[config.mk]
export PLATFORM = sky130hd
export DESIGN_NAME = mul8_r4_seq
export DESIGN_NICKNAME = d
export VERILOG_FILES = /design/src/rtl/mul8_r4_seq.sv
export SDC_FILE = /design/constraint.sdc
export NUM_CORES = 1
export LEC_CHECK = 0
export CAP_MARGIN = 20
export CORE_MARGIN = 4
export CORE_UTILIZATION = 55
export CTS_CLUSTER_DIAMETER = 120
export CTS_CLUSTER_SIZE = 10
export DETAILED_ROUTE_END_ITERATION = 6
export GPL_ROUTABILITY_DRIVEN = 1
export PLACE_DENSITY = 0.79
export SLEW_MARGIN = 5
export SYNTH_ARGS = -nofsm -noshare
export SYNTH_HDL_FRONTEND = slang
export SYNTH_SLANG_ARGS = --single-unit
[constraint.sdc]
create_clock -name clk -period 6.6 [get_ports clk]
set_input_delay 0.99 -clock clk [delete_from_list [all_inputs] [get_ports clk]]
set_output_delay 0.99 -clock clk [all_outputs]
set_load 0.05 [all_outputs]
[src/rtl/mul8_r4_seq.sv]
// mul8_r4_seq: radix-4 sequential 8x8 unsigned multiplier that uses an external 2-to-4 decoder to select the digit
module mul8_r4_seq (
    input  logic        clk,
    input  logic        rst,
    input  logic        start,
    input  logic [7:0]  a,
    input  logic [7:0]  b,
    output logic [1:0]  digit,
    input  logic [3:0]  sel,
    output logic        busy,
    output logic        done,
    output logic [15:0] y,
    output logic        err
);
    typedef enum logic {IDLE, STEP} state_t;
    state_t state, state_nx;
    logic [1:0] cnt;
    logic [7:0] ra, rb;
    logic [15:0] acc, acc_nx;
    logic [9:0] pp;
    logic bad;
    assign busy = state == STEP;
    assign digit = busy ? rb[1:0] : 2'd0;
    always_comb begin
        state_nx = state == IDLE ? (start ? STEP : IDLE) : (cnt == 2'd3 ? IDLE : STEP);
        bad = !$onehot(sel);
        pp = sel == 4'b0010 ? {2'd0, ra} :
             sel == 4'b0100 ? {1'b0, ra, 1'b0} :
             sel == 4'b1000 ? {2'd0, ra} + {1'b0, ra, 1'b0} : 10'd0;
        acc_nx = acc + ({6'd0, pp} << {cnt, 1'b0});
    end
    always_ff @(posedge clk or posedge rst)
        if (rst) state <= IDLE;
        else state <= state_nx;
    always_ff @(posedge clk or posedge rst) begin
        if (rst) begin
            cnt <= 2'd0;
            ra <= 8'd0;
            rb <= 8'd0;
            acc <= 16'd0;
            y <= 16'd0;
            done <= 1'b0;
            err <= 1'b0;
        end else if (state == IDLE) begin
            done <= 1'b0;
            if (start) begin
                ra <= a;
                rb <= b;
                acc <= 16'd0;
                cnt <= 2'd0;
                err <= 1'b0;
            end
        end else begin
            acc <= acc_nx;
            rb <= rb >> 2;
            cnt <= cnt + 2'd1;
            done <= cnt == 2'd3;
            if (bad) err <= 1'b1;
            if (cnt == 2'd3) y <= acc_nx;
        end
    end
endmodule
==> results of run 1 <==
[final timing paths]
path / to / slack [ns] / start / cells after the start
min in group asynchronous: done / 1.17 / rst / 3
setup reg to reg: y[15] / 2.35 / ra[1] / 16
hold reg to reg: rb[3] / 0.49 / rb[5] / 2
setup / recovery: y[15] / 1.91 / sel[0] / 17
max in group asynchronous: acc[0] / 4.99 / rst / 3
hold / removal: rb[3] / 0.49 / rb[5] / 2
[logic make-up after synthesis]
logic type,count (synthesis),synth area share
and+or+nand+nor,108,0.149
AOI/OAI and AO/OA,103,0.178
DFF,53,0.357
muxes,43,0.125
buffers and inverters,32,0.0374
adders and majority gates,32,0.114
xor gates and xnor gates,17,0.0401
[placed cells by master, fill, tap and decap left out, types with 4 or more instances in the layout]
master / netlist / final
mux2_2: 23 / 23
nor3_1: 4 / 4
mux2i_1: 19 / 19
nor2_1: 18 / 18
xnor2_1: 11 / 11
nand3_1: 6 / 6
clkdlybuf4s50_1: 0 / 43
nand2_1: 38 / 38
o22ai_1: 4 / 4
clkbuf_8: 0 / 5
nor3b_1: 6 / 6
inv_1: 13 / 12
and2_1: 4 / 4
nand2b_1: 14 / 14
a211oi_1: 5 / 5
a21oi_1: 18 / 18
dfrtp_1: 53 / 53
xor2_1: 6 / 6
nor2b_1: 7 / 7
ha_1: 29 / 29
o21ai_0: 39 / 39
a21o_1: 10 / 10
[layout make-up]
| class | count | area [µm²] | share of cell area |
|---|---|---|---|
| multi-input combinational | 303 | 2250 | 0.528 |
| timing repair buffer | 45 | 445 | 0.105 |
| inverter | 14 | 57.6 | 0.0135 |
| sequential | 53 | 1330 | 0.311 |
| clock inverter | 1 | 7.51 | 0.00176 |
| clock buffer | 7 | 76.3 | 0.0179 |
| tap | 77 | 96.3 | 0.0226 |
[per-stage QoR]
stage          std cells   util  hold WS (ns)  cell area [µm²]  total power [µW]
5_1_grt              500  0.660         0.523             4260              2130
6_report             500  0.660         0.489             4260              1980
2_1_floorplan        388      -         0.449             3720              1490
3_5_place_dp         492  0.647         0.473             4180              1800
4_1_cts              500  0.660         0.494             4260              1980
3_3_place_gp         492  0.647         0.463             4180              1760
[flip-flops by register name, summed over array words and instances (netlist names)]
name / cells
busy: 1
acc: 16
ra: 8
done: 1
err: 1
rb: 8
y: 16
cnt: 2
[power by group]
part	switching (µW)	internal [µW]
logic	694	507
clock network	105	75.3
registers	134	460
total	933	1040
[routing by layer]
| metal | wire, µm | vias to the layer above |
|---|---|---|
| met1 | 3680 | 1434 |
| met5 | 0 | - |
| met2 | 3980 | 61 |
| li1 | - | 1459 |
| met3 | 266 | 5 |
| met4 | 63 | 0 |
[worst reg2reg max path, stage by stage, from the launching register on]
cell and delay [ns]:
dfrtp_1 0.44, ha_1 0.33, a211oi_1 0.28, nor2_2 0.11
o41ai_2 0.33, mux2_4 0.35, a2111oi_4 0.39, mux2i_1 0.14
o21a_1 0.20, ha_1 0.34, a21o_1 0.21, a31oi_1 0.21
a2bb2oi_1 0.17, o21ai_0 0.11, xnor2_1 0.29, xnor2_1 0.15
o21ai_0 0.08
==> impl_metrics.json, run 1 <==
{
  "status": "complete, no violations",
  "synthTopCellsByCount": "53 x dfrtp_1, 39 x o21ai_0, 38 x nand2_1",
  "use_met3": 0.0351,
  "grt_pass1_wl_mm": 13.8,
  "cts-root-buf": "clkbuf_8",
  "synthToLayoutAreaGrowth_pct": 14.6,
  "portBuffers": 43,
  "place_ws_ns": 1.57,
  "die_y_um": 90.2,
  "die_w_um": 90.2,
  "netlist-cell-type-count": 56,
  "worstPathCellList": "clkdlybuf4s50_1, inv_1, ha_1, and3_4, nor4_1, mux2_4, a2111oi_4, mux2i_1, o21a_1, ha_1, a21o_1, a31oi_1, a2bb2oi_1, o21ai_0, xnor2_1, xnor2_1, o21ai_0",
  "synthCells": 388,
  "post-cts-setup-buffer-count": 0,
  "fill_cells": 544,
  "drive_gt1_frac": 0.0946,
  "tns_ns": 0,
  "synth-seq-cells": 53,
  "overflow": 0,
  "hpwlAfterDp_mm": 6.00,
  "cp_max_fo": 9,
  "cts_buffers": 5,
  "synthMostInstantiatedCell": "dfrtp_1",
  "die-area_um2": 8140,
  "slowest_delay_ns": 0.40,
  "routed_wl_mm": 7.99,
  "clkLatencyLatePin_ns": 0.30,
  "ys_warn_count": 0,
  "synth_top_area_cell": "dfrtp_1",
  "period_share": 0.710,
  "post-route-min-period_ns": 4.69,
  "synth_area_um2": 3720,
  "arrival_ns": 4.87,
  "finalMaxSlewViolations": 0,
  "ios": 44,
  "crit_buf_inv": 2,
  "hold_path_class": "reg -> reg",
  "antenna_cells": 0,
  "leakage_uw": 0.00195,
  "cts.path.max_buffers": 2,
  "wl_per_cell_um": 16.0,
  "met2_usage": 0.350,
  "synth_flop_cell": "dfrtp_1",
  "drv_cap": 0,
  "rows": 29,
  "powerDensity_nw_per_um2": 464,
  "final_nets": 477,
  "first_iter_violations": 107,
  "vias": 2959,
  "cts_tree": "yes",
  "avgSynthCellArea_um2": 9.58,
  "peakVddDrop_mv": 0.297,
  "rsz0062_at_grt": "no",
  "fin_skew_ns": 0.00406,
  "htree_levels": 2,
  "ant_nets": 0,
  "start_util": 0.575,
  "cts.sinks": 53,
  "drtPass1Iterations": 4,
  "drc": 0,
  "crit_type": "in -> reg",
  "crit_path_start_kind": "primary input",
  "clk_pin_slew_ns": 0.09,
  "synth_top_cell_area_share": 0.357,
  "worst_slack_ns": 1.91,
  "vias_per_cell": 5.92,
  "busiest_layer": "met2",
  "worst_slew_pin_slew_ns": 1.07,
  "met1_usage": 0.264,
  "gp_congestion": 0.873,
  "crit_slowest_cell": "clkdlybuf4s50_1",
  "core_region_area_um2": 6460,
  "crit_path_end_kind": "flip-flop",
  "synth_edf_count": 0,
  "antenna_found_initial": 0,
  "critical_path.top_delay_family": "compound AO/OA/AOI/OAI gates",
  "grt_use_total": 0.201,
  "setup_viol": 0,
  "yosys-top-cells-area": "dfrtp_1 36%, ha_1 9.8%, mux2_2 7.0%, o21ai_0 5.3%, mux2i_1 5.1%",
  "fmax_mhz": 213,
  "synth_nets": 443,
  "hold_buffers": 0,
  "hold_violations": 0,
  "grt_pass1_vias": 2960,
  "slew_headroom": 0.286,
  "seq_area_frac_synth": 0.357,
  "ys_async_sr_fraction": 1.00,
  "grt_max_degree": 56,
  "cp.required_ns": 6.78,
  "cts_resized": 0
}
No activity file was read; power rests on OpenSTA's default activity.
==> run 2, diff against run 1 <==
Settings changed: CORE_UTILIZATION 55 to 51, PLACE_DENSITY 0.79 to 0.77.
Clock period 6.6 ns to 3.9 ns, I/O delays scaled along.
==> impl_metrics.json, run 2 (synthesis results as in run 1) <==
{
  "cp.required_ns": 4.10,
  "routed_wl_mm": 10.4,
  "cts.path.max_buffers": 2,
  "portBuffers": 43,
  "fmax_mhz": 246,
  "ant_nets": 0,
  "htree_levels": 2,
  "powerDensity_nw_per_um2": 816,
  "post-route-min-period_ns": 4.07,
  "reg2regPathDepth": 17,
  "crit_path_end_kind": "flip-flop",
  "setup_viol": 6,
  "antenna_cells": 0,
  "cts_tree": "yes",
  "first_iter_violations": 222,
  "peakVddDrop_mv": 0.575,
  "p_int_uw": 2340,
  "arrival_ns": 4.27,
  "crit_path_start_kind": "flip-flop",
  "grt_pass1_wl_mm": 16.0,
  "cts.sinks": 53,
  "status": "complete, but fails checks",
  "hold_violations": 0,
  "grt_max_degree": 40,
  "crit_type": "reg -> reg",
  "rows": 30,
  "reg2reg_to": "acc[15]",
  "p_total_uw": 4240,
  "p_seq_frac": 0.245,
  "largestRegisters": "acc (16), y (16)",
  "drv_cap": 0,
  "power.switching_uw": 1890,
  "synthToLayoutAreaGrowth_pct": 39.8,
  "r2r_slack_ns": -0.17,
  "start_util": 0.535,
  "hpwlAfterDp_mm": 6.98,
  "leakage_uw": 0.00241,
  "clkLatencyLatePin_ns": 0.32,
  "stdcell_count": 601,
  "ios": 44,
  "dp.cells": 578,
  "crit_slowest_cell": "dfrtp_2",
  "die_w_um": 93.4,
  "rsz0062_at_grt": "yes",
  "worst_slew_pin_slew_ns": 0.822,
  "violations": "negative setup slack",
  "layout_common_cells": "83 x buf_4, 50 x dfrtp_1, 43 x clkdlybuf4s50_1",
  "slowest_delay_ns": 0.48,
  "vias_per_cell": 5.58,
  "finalMaxSlewViolations": 0,
  "fin_skew_ns": 0.00693,
  "endpoint": "acc[15]",
  "antenna_found_initial": 0,
  "drc": 0,
  "drive_gt1_frac": 0.317,
  "r2r_start": "ra[1]",
  "grt_use_total": 0.227,
  "switching_share": 0.447,
  "final_nets": 559,
  "clkPwrFrac": 0.095,
  "drtPass1Iterations": 4,
  "worst_slack_ns": -0.166,
  "comb_power_share": 0.660,
  "slew_headroom": 0.450,
  "wl_per_cell_um": 17.4,
  "hold_path_class": "reg -> reg",
  "layout_commonest_cell": "buf_4",
  "core_region_area_um2": 6940,
  "grt_pass1_vias": 3447,
  "die-area_um2": 8720,
  "overflow": 0,
  "vias": 3352,
  "gp_congestion": 0.919,
  "hold_path_depth": 2,
  "die_y_um": 93.4,
  "worstPathCellList": "ha_4, a211oi_2, nor2_2, o41ai_2, mux2_4, a2111oi_4, buf_4, nor2_1, ha_1, or2_2, nand4_1, a2bb2oi_2, o21ai_2, xnor2_2, buf_4, a22oi_2, o21ai_1",
  "cp_max_fo": 4,
  "crit_start": "ra[1]",
  "cts-root-buf": "clkbuf_8",
  "clk_pin_slew_ns": 0.10,
  "period_share": 1.04,
  "cts_buffers": 5,
  "crit_top_cell": "buf_4"
}
[run 2: cell types whose count changed in the layout (fill, tap and decap cells not counted), sizes merged]
cell    before  now
buf          2   84
bufinv       0    1
clkbuf       7    6
[run 2: worst min path at each step]
stage               startpoint  slack [ns]    end
floorplan                rb[2]        0.45  rb[0]
global placement         rb[4]        0.46  rb[2]
detailed placement       rb[2]        0.48  rb[0]
CTS                      rb[4]        0.50  rb[2]
global route             rb[7]        0.52  rb[5]
finish                   rb[4]        0.51  rb[2]
[run 2: power by group through the flow]
stage               registers [µW]  clock network (µW)  logic (µW)
floorplan                     1220                   0        1310
global placement               994                   0        2320
detailed placement            1010                   0        2380
CTS                           1000                 405        2500
global route                  1080                 425        3030
finish                        1040                 405        2800
[run 2: area by class of cell]
class,instances,area [µm²]
repair buffers,127,1060
flip-flops and latches,53,1330
multi-input cells,303,2500
inverters,14,57.6
well taps,96,120
fillers,483,1750
clock inverters,2,37.5
clock buffers,6,82.6
[run 2: through the flow]
stage	util	setup WS [ns]	hold slack (ns)	cell area (µm²)	setup TNS [ns]
global route	0.748	-0.286	0.525	5200	-2.11
floorplan	-	0.0826	0.449	3720	0
finish	0.748	-0.166	0.505	5200	-0.431
global placement	0.677	-0.234	0.460	4700	-1.57
detailed placement	0.677	-0.377	0.475	4700	-3.73
CTS	0.710	-0.0447	0.501	4930	-0.167
[run 2: critical path, delay by kind of cell (launching register included)]
kind | cells | cell delay (ns)
AO/OA/AOI/OAI | 7 | 1.43
XOR/XNOR | 1 | 0.15
adder cells (fa/ha/maj) | 2 | 0.54
buffers and inverters | 2 | 0.32
flip-flops | 1 | 0.48
multiplexers | 1 | 0.35
AND/OR/NAND/NOR | 4 | 0.66
[run 2: repair_timing]
action	CTS	global route
endpoints found under the setup margin	11	18
gates resized for setup	15	43
setup buffers	8	7
hold endpoints to repair	0	0
hold buffers	0	0
pin swaps	20	22
[run 2: routing by layer]
metal,wire (µm),up-vias,global-route usage
met4,349,0,0.0891
met2,5440,74,0.390
met5,0,-,0
li1,-,1614,-
met3,312,33,0.0322
met1,4350,1631,0.286
==> run 3, diff against run 2 <==
Settings changed: SLEW_MARGIN 5 to 10.
==> results of run 3 <==
No change in the layout: final DEF, timing and power equal those of run 2.
